[src/rtl/riscv_pkg.sv]
// Shared RISC-V core constants: word width, register address width and count.
package riscv_pkg;

  localparam int XLEN       = 32;
  localparam int REG_ADDR_W = 5;
  localparam int NUM_REGS   = 32;

  localparam logic [REG_ADDR_W-1:0] ZERO_REG = 5'd0;

  typedef logic [XLEN-1:0]       word_t;
  typedef logic [REG_ADDR_W-1:0] regAddr_t;

endpackage

[src/rtl/regfile_wr_decoder.sv]
// Turns rd/RegWrite into a one-hot write-enable vector; x0 is never enabled.
module regfile_wr_decoder
  import riscv_pkg::*;
#(
  parameter int DEPTH = NUM_REGS,
  localparam int AW   = $clog2(DEPTH)
) (
  input  logic             RegWrite,
  input  logic [AW-1:0]    rd,
  output logic [DEPTH-1:0] wrEn
);

  // RegWrite gates each bit first, so an unknown rd with RegWrite=0 stays inert
  always_comb begin
    wrEn = '0;
    for (int i = 1; i < DEPTH; i++) begin
      wrEn[i] = RegWrite && (rd == AW'(i));
    end
  end

endmodule

[src/rtl/register_file.sv]
// Two-read / one-write integer register file with hard-wired zero x0.
// Define REGFILE_BYPASS_EN to forward WriteData to a read port addressing rd.
module register_file
  import riscv_pkg::*;
#(
  parameter int N     = XLEN,
  parameter int DEPTH = NUM_REGS,
  localparam int AW   = $clog2(DEPTH)
) (
  input  logic          clk,
  input  logic          rst,
  input  logic          RegWrite,
  input  logic [AW-1:0] rs1,
  input  logic [AW-1:0] rs2,
  input  logic [AW-1:0] rd,
  input  logic [N-1:0]  WriteData,
  output logic [N-1:0]  ReadData1,
  output logic [N-1:0]  ReadData2
);

  logic [N-1:0]     regs [DEPTH];
  logic [DEPTH-1:0] wrEn;

  regfile_wr_decoder #(.DEPTH(DEPTH)) uWrDecoder (
    .RegWrite (RegWrite),
    .rd       (rd),
    .wrEn     (wrEn)
  );

  always_ff @(posedge clk or posedge rst) begin
    if (rst) begin
      for (int i = 0; i < DEPTH; i++) regs[i] <= '0;
    end else begin
      for (int i = 0; i < DEPTH; i++) begin
        if (wrEn[i]) regs[i] <= WriteData;
      end
    end
  end

  // Zero and reset forcing is applied last so it overrides any forwarded value
  always_comb begin
    ReadData1 = regs[rs1];
    ReadData2 = regs[rs2];
`ifdef REGFILE_BYPASS_EN
    if (RegWrite && (rd != AW'(ZERO_REG)) && (rs1 == rd)) ReadData1 = WriteData;
    if (RegWrite && (rd != AW'(ZERO_REG)) && (rs2 == rd)) ReadData2 = WriteData;
`else
`endif
    if (rst || (rs1 == AW'(ZERO_REG))) ReadData1 = '0;
    if (rst || (rs2 == AW'(ZERO_REG))) ReadData2 = '0;
  end

endmodule

[config.mk]
export PLATFORM = sky130hd
export DESIGN_NAME = register_file
export DESIGN_NICKNAME = d
export VERILOG_FILES = /design/src/rtl/riscv_pkg.sv /design/src/rtl/regfile_wr_decoder.sv /design/src/rtl/register_file.sv
export SDC_FILE = /design/constraint.sdc
export NUM_CORES = 2
export LEC_CHECK = 0
export BUFFER_PORTS_ARGS = -buffer_cell sky130_fd_sc_hd__buf_2
export CAP_MARGIN = 15
export CORE_ASPECT_RATIO = 1.75
export CORE_UTILIZATION = 49
export CTS_BUF_LIST = sky130_fd_sc_hd__clkbuf_2
export CTS_CLUSTER_SIZE = 30
export DETAILED_ROUTE_END_ITERATION = 8
export GPL_TIMING_DRIVEN = 0
export PLACE_DENSITY_LB_ADDON = 0.15
export SETUP_SLACK_MARGIN = 0.15
export SYNTH_ARGS = -nofsm -noshare
export SYNTH_HDL_FRONTEND = slang
export SYNTH_SLANG_ARGS = --single-unit
[constraint.sdc]
create_clock -name clk -period 39 [get_ports clk]
set_clock_uncertainty 0.2 [all_clocks]
set_input_delay 5.85 -clock clk [delete_from_list [all_inputs] [get_ports clk]]
set_output_delay 5.85 -clock clk [all_outputs]
set_load 0.03 [all_outputs]
# Yosys cells after proc, flatten, opt, wreduce, memory -nomap -nowiden
# Index checks and enable logic that the tools add are counted.
# totals
ff_bits	992
latchBits	0
ram_bits	0
mem_bits_ro	0
input_bits	50
memories	0
# classes
addsub	0
mul	0
div_mod_pow	0
magnitude_cmp	2
eq_ne	31
n_shift	0
mux	8
bitwise_logic	2
n_reduce_logical	35
# ops
operator	count
binary-select mux 32 bit (select 5 bit)	2
two-way mux 32 bit	6
== test 5 bit (second input constant)	16
== test 5 x 4 -> 1 bit (second input constant)	8
logical AND 1 bit	31
== test 5 x 3 -> 1 bit (second input constant)	4
>= comparator 6 bit (second input constant)	2
NOT 5 -> 6 bit	2
== test 5 x 2 -> 1 bit (second input constant)	2
logical NOT 5 bit	2
== test 5 x 1 -> 1 bit (second input constant)	1
logical OR 1 bit	2

# Logic depth before layout (Yosys ltp)
# logic_depth
depth_word	5
depth_mapped	8

# By module
# Synthesis repeated with hierarchy kept, for this count alone.
# hier_totals
cells_unflattened	3561
area_unflattened_um2	54517.3
# modules_own_cells
mod	instances	cells_per_inst	area_per_inst_um2
register_file	1	3513	54279.6
regfile_wr_decoder	1	48	237.7

# Worst setup path before layout
# Ideal clock, no wire load.
# synth_timing
path_kind	in2out
startpoint	input port rst
endpoint	output port ReadData2[26]
arrival_ns	29.398
required_ns	32.950
slack_ns	3.552
stages	6
n_path_buf	2
path_cell_list	clkbuf_1 inv_1 nand3_1 clkbuf_1 o22ai_1 a221o_1
# synth_via
elab_chain_len	2
# synth_rtl
element	line_no	text
start: declaration	register_file.sv:11	input logic rst,
logical OR 1 bit	register_file.sv:50	if (rst || (rs2 == AW'(ZERO_REG))) ReadData2 = '0;
two-way mux 32 bit	register_file.sv:50	
end: declaration	register_file.sv:18	output logic [N-1:0] ReadData2
# Every way passes these cells.

# Worst setup path in the final report
# layout_timing
startpoint	input port rst
endpoint	output port ReadData2[16]
# Same word-level chain as after synthesis.

==> metrics.md <==
| Metric | Value |
|---|---|
| First-pass GRT wire length | `293000 um` |
| Leak | `25.4 nW` |
| Max reg flops | `992` |
| Post-synthesis compound-gate area fraction | `3.17%` |
| Peak VDD IR | `0.0327 mV` |
| WP buf/inv | `6` |
| Wire per inst | `38.8 um` |
| DRT Pass-1 Iters | `6` |
| Worst Hold Depth | `1` |
| Sequential area share after synthesis | `46.8%` |
| Max frequency | `61.4 MHz` |
| HP Class | `reg2reg` |
| Share of cells above drive strength 1 | `54.3%` |
| Setup CP Type | `in2out` |
| Clk root buf | `clkbuf_2` |
| Kind of cell adding the most delay to the critical path | `buffers and inverters` |
| CTS Buf Count | `231` |
| Buffer depth of the longest clock path | `3` |
| Die span in y | `437 um` |
| Vias in the first global route | `37.9k` |
| Post-DP Area | `55600 um^2` |
| Synthesized area | `53100 um^2` |
| Post-synthesis mux area share | `45.0%` |
| Tot GR Track Use | `39.4%` |
| Hold Buf Count CTS | `0` |
| Register name with the most flops | `regs` |
| Max Cap Viol | `0` |
| R2R setup slack | `37670 ps` |
| Fin area | `57900 um^2` |
| Slew @ Worst Pin | `1390 ps` |
| Register-to-Register Path Depth | `1` |
| Total Power | `2.81 mW` |
| WP data arrival | `10240 ps` |
| Post-CTS setup buffer count | `0` |
| Fin Setup TNS | `0 ps` |
| Ports | `114` |
| Final period util | `41.8%` |
| Reg-to-Reg Start | `regs[591]$_DFFE_PP0P_` |
| Clock Latency Late Sink | `1750 ps` |
| Core footprint | `107000 um^2` |
| Crit path launch type | `input port` |
| Post-route insts no fill | `5397` |
| # fillers | `9137` |
| CTS tree | `done` |
| Fin util | `54.0%` |
| Adder-Cell Fraction of Synth Area | `0%` |
| Multi-input gate area | `26600 um^2` |
| Tmin final | `16290 ps` |
| Largest family of logic cells by synthesized area | `multiplexers` |
| Starting DRT DRC Count | `3835` |
| CP max stage delay | `1130 ps` |
| Post-Synth XOR/XNOR Area | `0%` |
| DRT Wirelength | `209000 um` |
| Top flop regs | `regs: 992 flops` |
| Final antenna-violating net count | `0` |
| Slew headroom | `7.21%` |
| Via count | `36.8k` |
| Clk slew on worst S/H paths | `110 ps` |
| Layout area overhead | `9.18%` |
| Hold Path Sink | `regs[635]$_DFFE_PP0P_` |
| Min Hold Slack | `327 ps` |
| Synth Area in Simple Gates | `1.91%` |
| Worst hold start | `regs[635]$_DFFE_PP0P_` |
| Endpoints failing hold | `0` |
| RSZ-0062 raised after global routing | `false` |
| CTS resizes | `0` |
| Critical-path maximum fanout | `121` |
| Port Buf Inserts | `106` |
| Critical path cell sequence | `clkbuf_1 -> inv_8 -> buf_16 -> buf_16 -> nand3_1 -> clkbuf_1 -> o22ai_1 -> a221o_1 -> buf_2` |
| Syn nets | `3532` |
| Residual DRC count | `0` |
| Pins over their slew limit | `0` |
| Setup Viol. Count Final | `0` |
| Synthesis Warnings | `0` |
| CP max-delay cell | `o22ai_1` |
| H-tree level count | `4` |
| Crit path required time | `32950 ps` |
| Die W | `251 um` |
| Crit. End Element | `output pin` |
| Final WS setup | `22710 ps` |
| FP Rows | `159` |
| Vias per cell | `6.82` |
| R2r endpoint | `regs[591]$_DFFE_PP0P_` |
| Global route overflow | `0` |
| Largest net degree at the start of global routing | `129` |
| Status | `complete, no violations` |
| Initial core utilization | `49.5%` |
| Final net count | `3896` |
| Register bit count reported by yosys | `992` |
| Clock Sinks | `992` |
| Initial antenna violation count | `23` |
| Register area | `24800 um^2` |
| Yosys cell types | `42` |
| DP Cell Count | `4970` |
| Mapped Cells | `3482` |
| Die area | `110000 um^2` |
| Post-DP HPWL | `149000 um` |
| PD cells | `48.5 nW/um^2` |
| Post-placement setup slack | `22790 ps` |
| Routability Congestion | `1.00` |
| Syn_area_per_cell | `15.2 um^2` |
where the power goes:
| group | switching, mW | internal [mW] |
|---|---|---|
| Sequential | 0.159 | 1.23 |
| Clock | 0.451 | 0.259 |
| Combinational | 0.320 | 0.390 |
| Total | 0.930 | 1.88 |
worst max-delay path by stage:
stage                     from  cells after the start             to  slack (ps)
after floorplan            rst                      6  ReadData2[26]        3550
after global placement     rst                      6  ReadData2[26]      -13630
after detailed placement   rst                      9  ReadData2[21]       22790
after CTS                  rst                      9  ReadData2[21]       22780
after global routing       rst                      9  ReadData2[23]       22700
final                      rst                      9  ReadData2[16]       22710
placed cells by master (no fill, tap or decap), types with 7 or more instances in the layout:
cell      instances
a221oi_1         45
nor3_1           16
a22oi_1          23
o22ai_1          42
o21ai_0          21
buf_6             7
buf_8            13
buf_2           191
a31oi_1          30
diode_2          17
mux4_2          463
mux2i_1          63
buf_16            8
clkinv_2          9
nand3_1           7
o31a_1           11
nand2_1          68
a211oi_1          8
clkinv_1         53
buf_1            74
nor2b_1          20
nor2_1           58
clkbuf_1        201
a221o_1          21
mux2_2         1130
or3_1            29
buf_4            15
clkbuf_2        326
mux2_1            7
dfrtp_1         992
a22o_1           11
final cells by class:
class	instances	area share, %
clock inverters	73	0.750
repair buffers	131	1.78
well taps	1368	2.96
multi-input cells	2102	45.9
diodes	17	0.0734
inverters	7	0.0583
clock buffers	326	2.82
plain buffers	381	2.83
flip-flops and latches	992	42.9
layer usage:
metal,track usage [%],vias up,share of wire (%)
met1,44.1,19500,34
li1,-,14400,-
met4,35.8,18,12
met5,0,-,0.048
met2,62.2,2100,47
met3,9.46,747,7.6
logic make-up after synthesis:
logic type             count (synthesis)
buffers and inverters                388
and+or+nand+nor                      215
DFF                                  992
muxes                               1663
AOI/OAI and AO/OA                    224
cells in the mapped netlist, drive strengths merged:
master	n	area, um^2
inv	6	22.5
and2	3	18.8
mux4	463	10400
a221o	21	210
nand2b	4	25.0
a311oi	1	8.76
nand4b	3	26.3
mux2	1137	12800
nor2b	20	125
clkinv	1	3.75
a31oi	30	188
or3	29	181
nand3b	1	7.51
o211ai	1	7.51
or4	1	7.51
nor2	58	218
a22o	11	96.3
nor3b	3	22.5
a211oi	8	60.1
a21o	1	7.51
clkbuf	201	754
nor4	1	6.26
o21ai	21	105
nor3	16	80.1
mux2i	63	631
a211o	4	35.0
a32o	1	10.0
nand2	68	255
o31a	11	96.3
o211a	1	10.0
dfrtp	992	24800
nand4	1	6.26
buf	180	887
a22oi	23	173
a221oi	45	394
o31ai	1	7.51
nand3	7	35.0
o22ai	44	275
Note: power is estimated with default switching activity, not from simulation.
